--- src/rtl/hack_soc_pkg.sv ---
// Shared types for the Hack SoC memory path: arbiter state encoding, grant identity
// and the SRAM region select bit that separates instruction and data space.
package hack_soc_pkg;

  typedef enum logic [1:0] {
    ST_IDLE  = 2'd0,
    ST_ISSUE = 2'd1,
    ST_WAIT  = 2'd2,
    ST_DONE  = 2'd3
  } arb_state_e;

  typedef enum logic {
    GNT_ROM = 1'b0,
    GNT_RAM = 1'b1
  } grant_e;

  localparam logic SEL_ROM = 1'b0;
  localparam logic SEL_RAM = 1'b1;

  // Round-robin pick: on a tie the client that was not served last wins.
  function automatic grant_e rr_pick(input logic rom_req, input logic ram_req,
                                     input grant_e last_grant);
    grant_e pick;
    if (rom_req && ram_req) begin
      pick = (last_grant == GNT_RAM) ? GNT_ROM : GNT_RAM;
    end else if (rom_req) begin
      pick = GNT_ROM;
    end else begin
      pick = GNT_RAM;
    end
    return pick;
  endfunction

endpackage

--- src/rtl/hack_mem_arbiter.sv ---
// Merges the Hack CPU fetch and data ports onto the single SPI SRAM encoder request
// interface; one transaction outstanding, request fields held stable until completion.
module hack_mem_arbiter
  import hack_soc_pkg::*;
#(
  parameter int WORD_WIDTH    = 16,
  parameter int CLIENT_AW     = 15,
  parameter int ADDRESS_WIDTH = 16
) (
  input  logic                     clk,
  input  logic                     reset_n,
  input  logic                     rom_req,
  input  logic [CLIENT_AW-1:0]     rom_addr,
  output logic [WORD_WIDTH-1:0]    rom_rdata,
  output logic                     rom_valid,
  input  logic                     ram_req,
  input  logic                     ram_we,
  input  logic [CLIENT_AW-1:0]     ram_addr,
  input  logic [WORD_WIDTH-1:0]    ram_wdata,
  output logic [WORD_WIDTH-1:0]    ram_rdata,
  output logic                     ram_valid,
  output logic                     enc_request,
  output logic [ADDRESS_WIDTH-1:0] enc_address,
  output logic                     enc_write_enable,
  output logic [WORD_WIDTH-1:0]    enc_data_out,
  input  logic [WORD_WIDTH-1:0]    enc_data_in,
  input  logic                     enc_busy,
  input  logic                     enc_initialized
);

  arb_state_e               state_q, state_d;
  grant_e                   grant_q, grant_d;
  grant_e                   last_grant_q, last_grant_d;
  logic                     enc_request_q, enc_request_d;
  logic [ADDRESS_WIDTH-1:0] enc_address_q, enc_address_d;
  logic                     enc_we_q, enc_we_d;
  logic [WORD_WIDTH-1:0]    enc_wdata_q, enc_wdata_d;
  logic [WORD_WIDTH-1:0]    rom_rdata_q, rom_rdata_d;
  logic [WORD_WIDTH-1:0]    ram_rdata_q, ram_rdata_d;
  logic                     rom_valid_q, rom_valid_d;
  logic                     ram_valid_q, ram_valid_d;

  logic   start_grant;
  grant_e pick;

  assign start_grant = enc_initialized && !enc_busy && (rom_req || ram_req);
  assign pick        = rr_pick(rom_req, ram_req, last_grant_q);

  always_ff @(posedge clk or negedge reset_n) begin
    if (!reset_n) begin
      state_q       <= ST_IDLE;
      grant_q       <= GNT_ROM;
      last_grant_q  <= GNT_RAM;
      enc_request_q <= 1'b0;
      enc_address_q <= '0;
      enc_we_q      <= 1'b0;
      enc_wdata_q   <= '0;
      rom_rdata_q   <= '0;
      ram_rdata_q   <= '0;
      rom_valid_q   <= 1'b0;
      ram_valid_q   <= 1'b0;
    end else begin
      state_q       <= state_d;
      grant_q       <= grant_d;
      last_grant_q  <= last_grant_d;
      enc_request_q <= enc_request_d;
      enc_address_q <= enc_address_d;
      enc_we_q      <= enc_we_d;
      enc_wdata_q   <= enc_wdata_d;
      rom_rdata_q   <= rom_rdata_d;
      ram_rdata_q   <= ram_rdata_d;
      rom_valid_q   <= rom_valid_d;
      ram_valid_q   <= ram_valid_d;
    end
  end

  always_comb begin
    state_d = state_q;
    unique case (state_q)
      ST_IDLE:  if (start_grant) state_d = ST_ISSUE;
      ST_ISSUE: if (enc_busy)    state_d = ST_WAIT;
      ST_WAIT:  if (!enc_busy)   state_d = ST_DONE;
      ST_DONE:                   state_d = ST_IDLE;
      default:                   state_d = ST_IDLE;
    endcase
  end

  // Outputs are registered: this block computes their next values. The valid pulse and
  // read data are loaded on the WAIT->DONE edge so valid is visible exactly in DONE.
  always_comb begin
    grant_d       = grant_q;
    last_grant_d  = last_grant_q;
    enc_request_d = 1'b0;
    enc_address_d = enc_address_q;
    enc_we_d      = enc_we_q;
    enc_wdata_d   = enc_wdata_q;
    rom_rdata_d   = rom_rdata_q;
    ram_rdata_d   = ram_rdata_q;
    rom_valid_d   = 1'b0;
    ram_valid_d   = 1'b0;
    unique case (state_q)
      ST_IDLE: begin
        if (start_grant) begin
          grant_d       = pick;
          last_grant_d  = pick;
          enc_request_d = 1'b1;
          if (pick == GNT_RAM) begin
            enc_address_d = {SEL_RAM, ram_addr};
            enc_we_d      = ram_we;
            enc_wdata_d   = ram_wdata;
          end else begin
            enc_address_d = {SEL_ROM, rom_addr};
            enc_we_d      = 1'b0;
            enc_wdata_d   = '0;
          end
        end
      end
      ST_ISSUE: enc_request_d = !enc_busy;
      ST_WAIT: begin
        if (!enc_busy) begin
          if (grant_q == GNT_RAM) begin
            ram_valid_d = 1'b1;
            if (!enc_we_q) ram_rdata_d = enc_data_in;
          end else begin
            rom_valid_d = 1'b1;
            rom_rdata_d = enc_data_in;
          end
        end
      end
      default: ;
    endcase
  end

  assign enc_request      = enc_request_q;
  assign enc_address      = enc_address_q;
  assign enc_write_enable = enc_we_q;
  assign enc_data_out     = enc_wdata_q;
  assign rom_rdata        = rom_rdata_q;
  assign ram_rdata        = ram_rdata_q;
  assign rom_valid        = rom_valid_q;
  assign ram_valid        = ram_valid_q;

endmodule

--- config.mk ---
export PLATFORM = sky130hd
export DESIGN_NAME = hack_mem_arbiter
export DESIGN_NICKNAME = d
export VERILOG_FILES = /design/src/rtl/hack_soc_pkg.sv /design/src/rtl/hack_mem_arbiter.sv
export SDC_FILE = /design/constraint.sdc
export NUM_CORES = 1
export LEC_CHECK = 0
export ABC_AREA = 1
export ABC_CLOCK_PERIOD_IN_PS = 1700
export CAP_MARGIN = 20
export CELL_PAD_IN_SITES_DETAIL_PLACEMENT = 1
export CELL_PAD_IN_SITES_GLOBAL_PLACEMENT = 2
export CORE_UTILIZATION = 23
export DETAILED_ROUTE_END_ITERATION = 10
export PLACE_DENSITY_LB_ADDON = 0.1
export SYNTH_ARGS = -nofsm -noshare
export SYNTH_HDL_FRONTEND = slang
export SYNTH_SLANG_ARGS = --single-unit
--- constraint.sdc ---
create_clock -name clk -period 1.7 [get_ports clk]
set_input_delay 0.34 -clock clk [delete_from_list [all_inputs] [get_ports clk]]
set_output_delay 0.34 -clock clk [all_outputs]
set_load 0.05 [all_outputs]
[Word-level counts from Yosys, hierarchy flattened]
Cells that the tools add are included.
Word-level totals
  register bits: 72
  input bits: 69
Cells by class
  eq/ne operators: 6
  multiplexer cells: 18
  reduce and logical (&&, ||, !) cells: 10
  bitwise gates (word level): 3
Operators by type and width (number)
  $mux W16: 2
  $mux W1: 11
  $pmux W2 S4: 1
  $mux W2: 3
  $ne A2 B2 Y1 const B: 3
  $reduce_and A3 Y1: 2
  $eq A2 B2 Y1 const B: 2
  $reduce_and A4 Y1: 1
  $logic_and A1 B1 Y1: 3
  $not A1 Y1: 3
  $eq A2 B1 Y1 const B: 1
  $logic_not A2 Y1: 1
  $pmux W1 S2: 1
  $reduce_and A2 Y1: 1
  $logic_not A1 Y1: 1
  $logic_or A1 B1 Y1: 1

[Depth between registers and ports, before layout]
Gate-level depths: netlist of run 1.
  word-level depth: 5
  depth in mapped cells: 8
  gate-level depth less buffers: 7

[Worst setup path before layout of run 1]
No wires, ideal clock.
  path type: register to register
  from: register enc_we_q, in the netlist enc_write_enable
  to: register ram_rdata_q[11], in the netlist ram_rdata[11]
  buffers on the path: 1
  setup time: 0.122 ns
  stages on the path, launching flop included: 6
  path slack: 0.461 ns
  data required time: 1.578 ns
  arrival time: 1.117 ns
  cells stage by stage: dfrtp_1 -> nor2_1 -> nand3_2 -> buf_4 -> nand2_1 -> o21ai_1
On the way
  cells in the longest elaborated chain, start to end: 2
RTL lines
  start, declared: RTL line hack_mem_arbiter.sv:36  | logic enc_we_q, enc_we_d;
  start signal, assigned: RTL line hack_mem_arbiter.sv:68  | enc_we_q <= enc_we_d;
  $not A1 Y1 (no source line)
  $reduce_and A4 Y1 (no source line)
  end signal, assigned: RTL line hack_mem_arbiter.sv:71  | ram_rdata_q <= ram_rdata_d;
  end, declared: RTL line hack_mem_arbiter.sv:39  | logic [WORD_WIDTH-1:0] ram_rdata_q, ram_rdata_d;
Every way passes these cells.
A chain may end at the register's enable or synchronous reset.

[Final worst setup path of run 1]
  from: register state_q[0]
  to: register enc_wdata_q[1], in the netlist enc_data_out[1]
On the way
  cells in the longest elaborated chain, start to end: 2
RTL lines
  start, declared: RTL line hack_mem_arbiter.sv:31  | arb_state_e state_q, state_d;
  start signal, assigned: RTL line hack_mem_arbiter.sv:63  | state_q <= state_d;
  $logic_not A2 Y1: RTL line hack_mem_arbiter.sv:101  | unique case (state_q)
  $reduce_and A2 Y1 (no source line)
  end signal, assigned: RTL line hack_mem_arbiter.sv:69  | enc_wdata_q <= enc_wdata_d;
  end, declared: RTL line hack_mem_arbiter.sv:37  | logic [WORD_WIDTH-1:0] enc_wdata_q, enc_wdata_d;
Every way passes these cells.

==> flow_summary.ini, run 1 <==
[cells_and_area]
antenna_cell_count = 0
stdcell_count = 669
nFillCells = 1519
area.growth.synth_to_final_pct = 55.9
drive_above_1_share = 0.213
final_net_count = 565

[setup_path]
crit_path_max_fanout = 48
cp_data_required_time_ps = 1910
timing.critical_path.to_type = flip-flop
critical_path_class = reg -> reg
worstPathArrival_ps = 1550
critical_path.startpoint_type = flip-flop
worstSetupStartpoint = state_q[0]
reg2reg_from = state_q[0]

[global_route]
grt_pass1_wl_microns = 14300
grt_max_degree = 49
first_global_vias = 2812
antenna_found_initial = 0
gr-total-overflow = 0
groute.usage.overall = 0.131

[power_and_ir_drop]
lkg_pwr_nw = 2.44
powerDensity_nw_per_um2 = 2120
power.ir.vdd_worst_v = 0.000475

[timing]
finalSetupViolations = 0
final_period_minus_worst_setup_slack_ps = 1340
achievable_frequency_mhz = 745
skew_ps = 4.65
rsz0062_at_grt = false
fin_setup_tns_ps = 0
final-hold-violation-count = 0
worst_slack_ps = 358
fin_worst_hold_slack_ps = 479
drv_slew = 0
timing_worst_slew_pin_value_ps = 375
finalCritPeriodShare = 0.789
slew_headroom = 0.750

[clock_tree]
clk_pin_slew_worst_paths_ps = 60
cts.repair.resized = 0
cts_tree = yes
cts-root-to-sink-buffers = 2
cts_buffers = 9
numClockSinks = 71
htreeDepth = 3
root_buffer = sky130_fd_sc_hd__clkbuf_16
clkLatencyLatePin_ps = 330

[drt]
drt.antenna.violating_nets = 0
post_drt_wl_per_cell_microns = 12.9
wl_microns = 8630
vias_per_cell = 4.09
drtPass1Iterations = 4
dr_total_vias = 2739
drt-initial-drc-count = 109
residual_drc_count = 0

[floorplanning]
area_of_the_die_sq_um = 13800
initial_utilization = 0.240
core_area_sq_um = 12800
design.portCount = 137
floorplan.die.width_microns = 117
core.rowCount = 41
die_height_microns = 117

[logic_synthesis]
yosysUniqueCellTypes = 21
synth.yosys.warnings = 0
yosysTopAreaCellShare = 0.572
synthesis.instances = 351
yosys.area_share.simple = 0.239
synth.most_common_cell = sky130_fd_sc_hd__nand2_1
synth_xor_area_frac = 0
yosys_register_bits = 71
number_of_enable_flip_flop_cells_after_synthesis = 0
synth_area_sq_um = 3060
synth-seq-area-share = 0.581
synth_common_cells = 150 x sky130_fd_sc_hd__nand2_1, 70 x sky130_fd_sc_hd__dfrtp_1, 34 x sky130_fd_sc_hd__o21ai_1
synthesis.area_per_instance_sq_um = 8.72
synth-main-ff-cell = sky130_fd_sc_hd__dfrtp_1
dominant_combinational_cell_family_by_area_after_synthesis = simple AND/OR/NAND/NOR gates
synthesized_area_fraction_occupied_by_ao_oa_aoi_and_oai_cells = 0.0875
ys_async_sr_fraction = 1.00
post_synth_main_area_contributors = sky130_fd_sc_hd__dfrtp_1 57%, sky130_fd_sc_hd__nand2_1 18%, sky130_fd_sc_hd__o21ai_1 5.6%
synthDominantAreaCellType = sky130_fd_sc_hd__dfrtp_1
postSynthNetCount = 424
synthMuxAreaShare = 0
synth_fa_ha_area_frac = 0.0163

[hold_path]
worstHoldPathType = in -> async

[place]
numPortBuffers = 136
pre_cts_slack_ps = 47.3
detailedPlacementHpwl_microns = 6450
post-place-cells = 652
gp_congestion = 0.727

[run]
drv.max_cap_violation_count = 0

[status]
status = completed
## final timing paths
path / end / slack, ps / depth (start not counted)
max: enc_data_out[1] / 360 / 6
min in group clk: enc_address[5] / 480 / 2
max reg2reg: enc_data_out[1] / 360 / 6
max in group asynchronous: rom_rdata[0] / 710 / 3
min: enc_data_out[7] / 480 / 2
min reg2reg: enc_address[5] / 480 / 2
## cell usage in the layout, fill, tap and decap left out
cell type,Yosys,routed
sky130_fd_sc_hd__buf_12,0,5
sky130_fd_sc_hd__buf_4,5,76
sky130_fd_sc_hd__clkbuf_1,0,2
sky130_fd_sc_hd__clkbuf_16,0,9
sky130_fd_sc_hd__clkbuf_8,0,2
sky130_fd_sc_hd__clkdlybuf4s50_1,0,67
sky130_fd_sc_hd__clkinv_2,0,2
sky130_fd_sc_hd__clkinvlp_4,0,1
sky130_fd_sc_hd__dfrtp_1,70,70
sky130_fd_sc_hd__dfstp_2,1,1
sky130_fd_sc_hd__dlygate4sd3_1,0,1
sky130_fd_sc_hd__ha_1,4,4
sky130_fd_sc_hd__inv_1,24,24
sky130_fd_sc_hd__inv_2,1,1
sky130_fd_sc_hd__inv_4,1,1
sky130_fd_sc_hd__nand2_1,150,150
sky130_fd_sc_hd__nand2_2,4,4
sky130_fd_sc_hd__nand3_1,17,17
sky130_fd_sc_hd__nand3_2,1,1
sky130_fd_sc_hd__nand3_4,1,1
sky130_fd_sc_hd__nor2_1,2,2
sky130_fd_sc_hd__nor2_4,1,1
sky130_fd_sc_hd__nor3b_1,1,1
sky130_fd_sc_hd__o21a_1,1,1
sky130_fd_sc_hd__o21ai_0,18,18
sky130_fd_sc_hd__o21ai_1,34,34
sky130_fd_sc_hd__or2_2,1,1
## per-stage QoR
step	total power [mW]	instance area, sq um	util
6_report	10.1	4770	0.374
5_1_grt	10.7	4770	0.374
4_1_cts	10.3	4770	0.374
3_5_place_dp	8.48	4490	0.351
3_3_place_gp	8.43	4490	0.351
2_1_floorplan	6.60	3060	-
## sequential cells by signal, indices dropped and copies added, names as in the netlist
register	cells
enc_data_out	16
enc_write_enable	1
ram_rdata	16
state_q	2
ram_valid	1
grant_q	1
rom_rdata	16
last_grant_q	1
rom_valid	1
enc_request	1
enc_address	15
## cell type report
class / instances / area (sq um) / area share
Multi-Input combinational cell: 235 / 1050 / 0.220
Sequential cell: 71 / 1780 / 0.372
Clock buffer: 13 / 260 / 0.0545
Tap cell: 172 / 215 / 0.0451
Timing Repair Buffer: 149 / 1350 / 0.283
Clock inverter: 3 / 17.5 / 0.00367
Inverter: 26 / 100 / 0.0210
## where the power goes
part | internal, mW | switching [mW] | total [mW]
Clock | 1.06 | 0.680 | 1.74
Sequential | 2.47 | 0.453 | 2.93
Combinational | 1.66 | 3.78 | 5.44
Total | 5.20 | 4.91 | 10.1
## critical path: stages (launching register included)
cell                      delay, ps
sky130_fd_sc_hd__dfrtp_1        400
sky130_fd_sc_hd__inv_1          110
sky130_fd_sc_hd__ha_1           220
sky130_fd_sc_hd__nand3_4        130
sky130_fd_sc_hd__buf_12         190
sky130_fd_sc_hd__nand2_1         80
sky130_fd_sc_hd__o21ai_1         60
## layer usage
layer  vias to the layer above  wire length (microns)  global-route usage  part of all wire
li1                       1380                      -                   -                 -
met1                      1258                   3830               0.160              0.44
met2                        90                   3990               0.211              0.46
met3                        11                    676              0.0428             0.078
met4                         0                    125              0.0560             0.014
met5                         -                      0                   0                 0
## kinds of logic (layout without fill, tap and decap cells)
kind of cell | Yosys count | count (layout)
adder cells (fa/ha/maj) | 4 | 4
flip-flops | 71 | 71
AO/OA/AOI/OAI | 53 | 53
buffers and inverters | 45 | 191
AND/OR/NAND/NOR | 178 | 178
## timing repair
action	4_1_cts	5_1_grt
buffers inserted	0	0
endpoints found under the hold margin	22	0
hold buffers	1	0
Note: power is estimated with default switching activity, not from simulation.
==> run 2, diff against run 1 <==
--- a/config.mk
+++ b/config.mk
@@ -6,11 +6,11 @@
 export NUM_CORES = 1
 export LEC_CHECK = 0
 export ABC_AREA = 1
-export ABC_CLOCK_PERIOD_IN_PS = 1700
+export ABC_CLOCK_PERIOD_IN_PS = 1200
 export CAP_MARGIN = 20
 export CELL_PAD_IN_SITES_DETAIL_PLACEMENT = 1
 export CELL_PAD_IN_SITES_GLOBAL_PLACEMENT = 2
-export CORE_UTILIZATION = 23
+export CORE_UTILIZATION = 21
 export DETAILED_ROUTE_END_ITERATION = 10
 export PLACE_DENSITY_LB_ADDON = 0.1
 export SYNTH_ARGS = -nofsm -noshare
==> constraint.sdc (replaced) <==
create_clock -name clk -period 1.2 [get_ports clk]
set_input_delay 0.24 -clock clk [delete_from_list [all_inputs] [get_ports clk]]
set_output_delay 0.24 -clock clk [all_outputs]
set_load 0.05 [all_outputs]
==> run 2 against run 1 <==
The run now ends with negative setup slack left. Combinational power is 110% higher. Sequential cell count stayed put. Die area is 9.4% higher. First-iteration DRC count is 27% lower. Core utilization is 7.6 points higher. Critical path depth is 1 higher. Global-route usage is 0.70 points higher. Via count is 5.9% higher. Total power is 89% higher. Non-clock buffer count is 21 higher. Largest cell class is now non-clock buffers. Largest power group unchanged.
==> flow_summary.ini, run 2 (synthesis results as in run 1) <==
[status]
status = finished, violations left
failing_checks = negative setup slack

[timing]
final_period_minus_worst_setup_slack_ps = 1330
slew_headroom = 0.797
timing_worst_slew_pin_value_ps = 304
rsz0062_at_grt = true
worst_slack_ps = -133
achievable_frequency_mhz = 750
fin_worst_hold_slack_ps = 343
finalSetupViolations = 69
final-hold-violation-count = 0
drv_slew = 0
skew_ps = 5.92
finalCritPeriodShare = 1.11
fin_setup_tns_ps = -4940

[clock_tree]
cts_tree = yes
clkLatencyLatePin_ps = 330
cts-root-to-sink-buffers = 2
root_buffer = sky130_fd_sc_hd__clkbuf_16
clk_pin_slew_worst_paths_ps = 60
numClockSinks = 71
htreeDepth = 3
cts_buffers = 9

[floorplanning]
floorplan.die.width_microns = 123
area_of_the_die_sq_um = 15100
initial_utilization = 0.218
design.portCount = 137
die_height_microns = 123
core.rowCount = 43
core_area_sq_um = 14000

[global_route]
gr-total-overflow = 0
grt_pass1_wl_microns = 15600
groute.usage.overall = 0.138
antenna_found_initial = 0
grt_max_degree = 33
first_global_vias = 3024

[power_and_ir_drop]
net-switching-power_mw = 8.15
power.sequential.fraction = 0.254
power.share.combinational = 0.595
clkPwrFrac = 0.151
total_power_mw = 19.1
powerDensity_nw_per_um2 = 3030
cell_internal_pwr_mw = 10.9
power.ir.vdd_worst_v = 0.000975
power_switching_share = 0.427
lkg_pwr_nw = 2.96

[place]
dpl_cell_area_sq_um = 5450
numPortBuffers = 136
post-place-cells = 667
gp_congestion = 0.667
detailedPlacementHpwl_microns = 7100

[cells_and_area]
drive_above_1_share = 0.382
nFillCells = 1521
antenna_cell_count = 0
final_net_count = 586
area.growth.synth_to_final_pct = 106
commonest_non_fill_non_tap_cell_in_the_layout = sky130_fd_sc_hd__nand2_1
fin_area_sq_um = 6310
most_frequent_cells_in_the_layout = 110 x sky130_fd_sc_hd__nand2_1, 78 x sky130_fd_sc_hd__buf_12, 66 x sky130_fd_sc_hd__clkdlybuf4s50_1, 60 x sky130_fd_sc_hd__dfrtp_1, 32 x sky130_fd_sc_hd__nand2_2
stdcell_count = 698

[setup_path]
cp_data_required_time_ps = 1420
timing.reg2reg.setup_slack_ps = -130
timing.critical_path.to = enc_data_out[6]
critical_path.startpoint_type = input port
r2r_cells = 7
worstPathArrival_ps = 1550
regToRegEndpoint = enc_data_out[6]
reg2reg_from = state_q[0]
timing.critical_path.to_type = flip-flop
worstSetupStartpoint = enc_busy
critical_path_class = in -> reg
crit_path_max_fanout = 8

[run]
drv.max_cap_violation_count = 0

[drt]
dr_total_vias = 2900
post_drt_wl_per_cell_microns = 14.6
drt-initial-drc-count = 80
drtPass1Iterations = 4
drt.antenna.violating_nets = 0
wl_microns = 10200
residual_drc_count = 0
vias_per_cell = 4.15

[hold_path]
worstHoldPathType = in -> async
[run 2: final cells by class]
| cell class | instances | area (sq um) | share of cell area |
|---|---|---|---|
| Clock buffer | 9 | 225 | 0.0357 |
| Clock inverter | 7 | 97.6 | 0.0155 |
| Inverter | 26 | 114 | 0.0180 |
| Multi-Input combinational cell | 235 | 1290 | 0.205 |
| Sequential cell | 71 | 1790 | 0.284 |
| Tap cell | 180 | 225 | 0.0357 |
| Timing Repair Buffer | 170 | 2560 | 0.407 |
[run 2: worst max-delay path: stages]
cell	delay, ps
sky130_fd_sc_hd__clkdlybuf4s50_1	530
sky130_fd_sc_hd__nor2_4	200
sky130_fd_sc_hd__nand3_4	110
sky130_fd_sc_hd__buf_12	180
sky130_fd_sc_hd__clkbuf_16	170
sky130_fd_sc_hd__nand2_2	60
sky130_fd_sc_hd__o21ai_2	50
[run 2: power groups by stage]
stage / Combinational (mW) / Sequential (mW) / Clock, mW
4_1_cts: 10.8 / 4.72 / 2.97
2_1_floorplan: 1.68 / 7.68 / 0
5_1_grt: 11.9 / 5.00 / 3.09
6_report: 11.4 / 4.84 / 2.88
3_5_place_dp: 10.6 / 4.75 / 0
3_3_place_gp: 10.5 / 4.73 / 0
[run 2: worst min-delay path by stage]
stage                       start          endpoint  slack (ps)  depth (start not counted)
final                     reset_n  enc_data_out[10]         340                          2
after CTS                 reset_n   enc_data_out[1]         340                          2
after global routing      reset_n  enc_data_out[10]         340                          2
after global placement    reset_n  enc_data_out[10]         130                          1
after floorplan           reset_n    enc_address[0]         -60                          0
after detailed placement  reset_n   enc_data_out[1]         140                          1
[run 2: metal layers]
layer / global-route usage / share of wire
met2: 0.233 / 0.50
met4: 0.0480 / 0.011
met3: 0.0446 / 0.065
met1: 0.164 / 0.42
met5: 0 / 0
[run 2: stage by stage]
stage          utilization  setup slack [ps]
2_1_floorplan            -              5.09
4_1_cts              0.416             -81.5
5_1_grt              0.449              -172
3_5_place_dp         0.388              -369
3_3_place_gp         0.388              -324
6_report             0.449              -133
[run 2: repair_timing]
action                                 CTS  global route
gates resized for setup                  6            89
endpoints found under the hold margin   12             0
setup endpoints to repair               70            74
cloned                                   1             7
buffers inserted                         2             4
hold buffers                             1             0
pin swaps                                2            19
==> run 3, diff against run 2 <==
--- a/config.mk
+++ b/config.mk
@@ -10,6 +10,7 @@
 export CAP_MARGIN = 20
 export CELL_PAD_IN_SITES_DETAIL_PLACEMENT = 1
 export CELL_PAD_IN_SITES_GLOBAL_PLACEMENT = 2
+export CORE_ASPECT_RATIO = 1.75
 export CORE_UTILIZATION = 21
 export DETAILED_ROUTE_END_ITERATION = 10
 export PLACE_DENSITY_LB_ADDON = 0.1
==> run 3 against run 2 <==
The run still ends with negative setup slack left. Non-clock buffer count fell by 4. Sequential power fell by 2%. Count of clock-buffer cells in the layout rose by 1. Cell area decreased by 2.9%. Final cell count is 0.29% lower. Wire length up 1.5%. Clock power increased by 6%. Sequential cell count stayed put. Die area increased by 0.13%. Register-to-register slack improved by 60 ps. Critical path type is now reg -> reg. Critical endpoint is now state_q[0].
==> flow_summary.ini, run 3 (synthesis results as in run 1) <==
[drt]
drtPass1Iterations = 4
drt.antenna.violating_nets = 0
drt-initial-drc-count = 69
vias_per_cell = 4.14
dr_total_vias = 2878
wl_microns = 10400
residual_drc_count = 0
post_drt_wl_per_cell_microns = 14.9

[place]
pre_cts_slack_ps = -408
post-place-cells = 667
detailedPlacementHpwl_microns = 7540
gp_congestion = 0.700
dpl_cell_area_sq_um = 5420
numPortBuffers = 136

[hold_path]
worstHoldPathType = in -> reg
timing.hold.worst_endpoint = enc_request
hold_path_startpoint = enc_busy
worstHoldPathCells = 2

[clock_tree]
cts_buffers = 9
cts-root-to-sink-buffers = 2
htreeDepth = 3
root_buffer = sky130_fd_sc_hd__clkbuf_16
cts_tree = yes
clkLatencyLatePin_ps = 330
clk_pin_slew_worst_paths_ps = 60
numClockSinks = 71

[cells_and_area]
final_net_count = 585
drive_above_1_share = 0.298
fin_area_sq_um = 6130
commonest_non_fill_non_tap_cell_in_the_layout = sky130_fd_sc_hd__nand2_1
stdcell_count = 696
nFillCells = 1548
most_frequent_cells_in_the_layout = 133 x sky130_fd_sc_hd__nand2_1, 76 x sky130_fd_sc_hd__buf_12, 69 x sky130_fd_sc_hd__dfrtp_1, 65 x sky130_fd_sc_hd__clkdlybuf4s50_1, 45 x sky130_fd_sc_hd__o21ai_1
antenna_cell_count = 0
area.growth.synth_to_final_pct = 100

[setup_path]
cp_data_required_time_ps = 1420
worstPathArrival_ps = 1490
timing.reg2reg.setup_slack_ps = -70
critical_path_class = reg -> reg
crit_path_max_fanout = 5
reg2reg_from = state_q[1]
regToRegEndpoint = state_q[0]
timing.critical_path.to_type = flip-flop
critical_path.startpoint_type = flip-flop
r2r_cells = 7

[timing]
finalCritPeriodShare = 1.06
timing_worst_slew_pin_value_ps = 344
final_period_minus_worst_setup_slack_ps = 1270
slew_headroom = 0.770
finalSetupViolations = 54
skew_ps = 5.34
rsz0062_at_grt = true
worst_slack_ps = -74.5
drv_slew = 0
achievable_frequency_mhz = 785
final-hold-violation-count = 0

[floorplanning]
floorplan.die.width_microns = 93.3
core.rowCount = 58
area_of_the_die_sq_um = 15100
die_height_microns = 162
core_area_sq_um = 14300
design.portCount = 137
initial_utilization = 0.214

[power_and_ir_drop]
power.ir.vdd_worst_v = 0.00102
clkPwrFrac = 0.161
power.share.combinational = 0.589
lkg_pwr_nw = 2.92
power_switching_share = 0.422
power.sequential.fraction = 0.250
cell_internal_pwr_mw = 10.9
total_power_mw = 18.9
powerDensity_nw_per_um2 = 3080
net-switching-power_mw = 7.96

[run]
drv.max_cap_violation_count = 0

[global_route]
grt_pass1_wl_microns = 16700
gr-total-overflow = 0
groute.usage.overall = 0.147
first_global_vias = 3145
antenna_found_initial = 0
grt_max_degree = 39

[status]
status = finished, violations left
failing_checks = negative setup slack
==> run 3: per-stage QoR <==
stage	TNS, ps	hold WS, ps	utilization
3_3_place_gp	-20870	139	0.379
5_1_grt	-7270	366	0.428
2_1_floorplan	0	-55.6	-
6_report	-1780	349	0.428
4_1_cts	-2860	371	0.420
3_5_place_dp	-22600	140	0.379
==> run 3: worst max-delay path by stage <==
stage / startpoint / end / slack, ps / depth (start not counted)
2_1_floorplan: state_q[0] / enc_data_out[10] / 5 / 6
3_3_place_gp: enc_busy / rom_rdata[5] / -360 / 7
3_5_place_dp: enc_busy / rom_rdata[13] / -410 / 7
4_1_cts: state_q[0] / enc_data_out[6] / -80 / 6
5_1_grt: last_grant_q / enc_address[7] / -160 / 8
6_report: state_q[1] / state_q[0] / -70 / 7
==> run 3: critical path: stages, from the launching register on <==
cell                      delay [ps]
sky130_fd_sc_hd__dfrtp_1         410
sky130_fd_sc_hd__buf_6           130
sky130_fd_sc_hd__ha_4            180
sky130_fd_sc_hd__nand2_2          50
sky130_fd_sc_hd__o21a_1          180
sky130_fd_sc_hd__nand2_1          90
sky130_fd_sc_hd__nand2_1          70
sky130_fd_sc_hd__nand2_1          50
==> run 3: area by class of cell <==
class | count | area, sq um | share of cell area
Timing Repair Buffer | 166 | 2450 | 0.400
Sequential cell | 71 | 1780 | 0.290
Multi-Input combinational cell | 235 | 1190 | 0.194
Clock buffer | 10 | 229 | 0.0374
Tap cell | 180 | 225 | 0.0368
Inverter | 26 | 110 | 0.0180
Clock inverter | 5 | 108 | 0.0176
Timing Repair inverter | 3 | 36.3 | 0.00592
==> run 3: power groups by stage <==
| stage | clock network [mW] | registers (mW) | logic (mW) |
|---|---|---|---|
| floorplan | 0 | 7.68 | 1.68 |
| global placement | 0 | 4.73 | 10.4 |
| detailed placement | 0 | 4.76 | 10.6 |
| CTS | 3.15 | 4.75 | 11.1 |
| global route | 3.23 | 4.89 | 11.7 |
| finish | 3.04 | 4.73 | 11.1 |
==> run 3: what timing repair did <==
| item | 4_1_cts | 5_1_grt |
|---|---|---|
| hold buffers | 1 | 0 |
| setup endpoints to repair | 69 | 71 |
| resized for setup | 40 | 27 |
| gates cloned | 5 | 1 |
| pin swaps | 4 | 8 |
| endpoints found under the hold margin | 13 | 0 |
| setup buffers | 4 | 3 |
==> run 3: layer usage <==
metal | GRT usage | wire length (microns) | vias up
met1 | 0.152 | 3520 | 1346
li1 | - | - | 1424
met5 | 0 | 0 | -
met3 | 0.0375 | 674 | 9
met2 | 0.281 | 6020 | 99
met4 | 0.0462 | 140 | 0
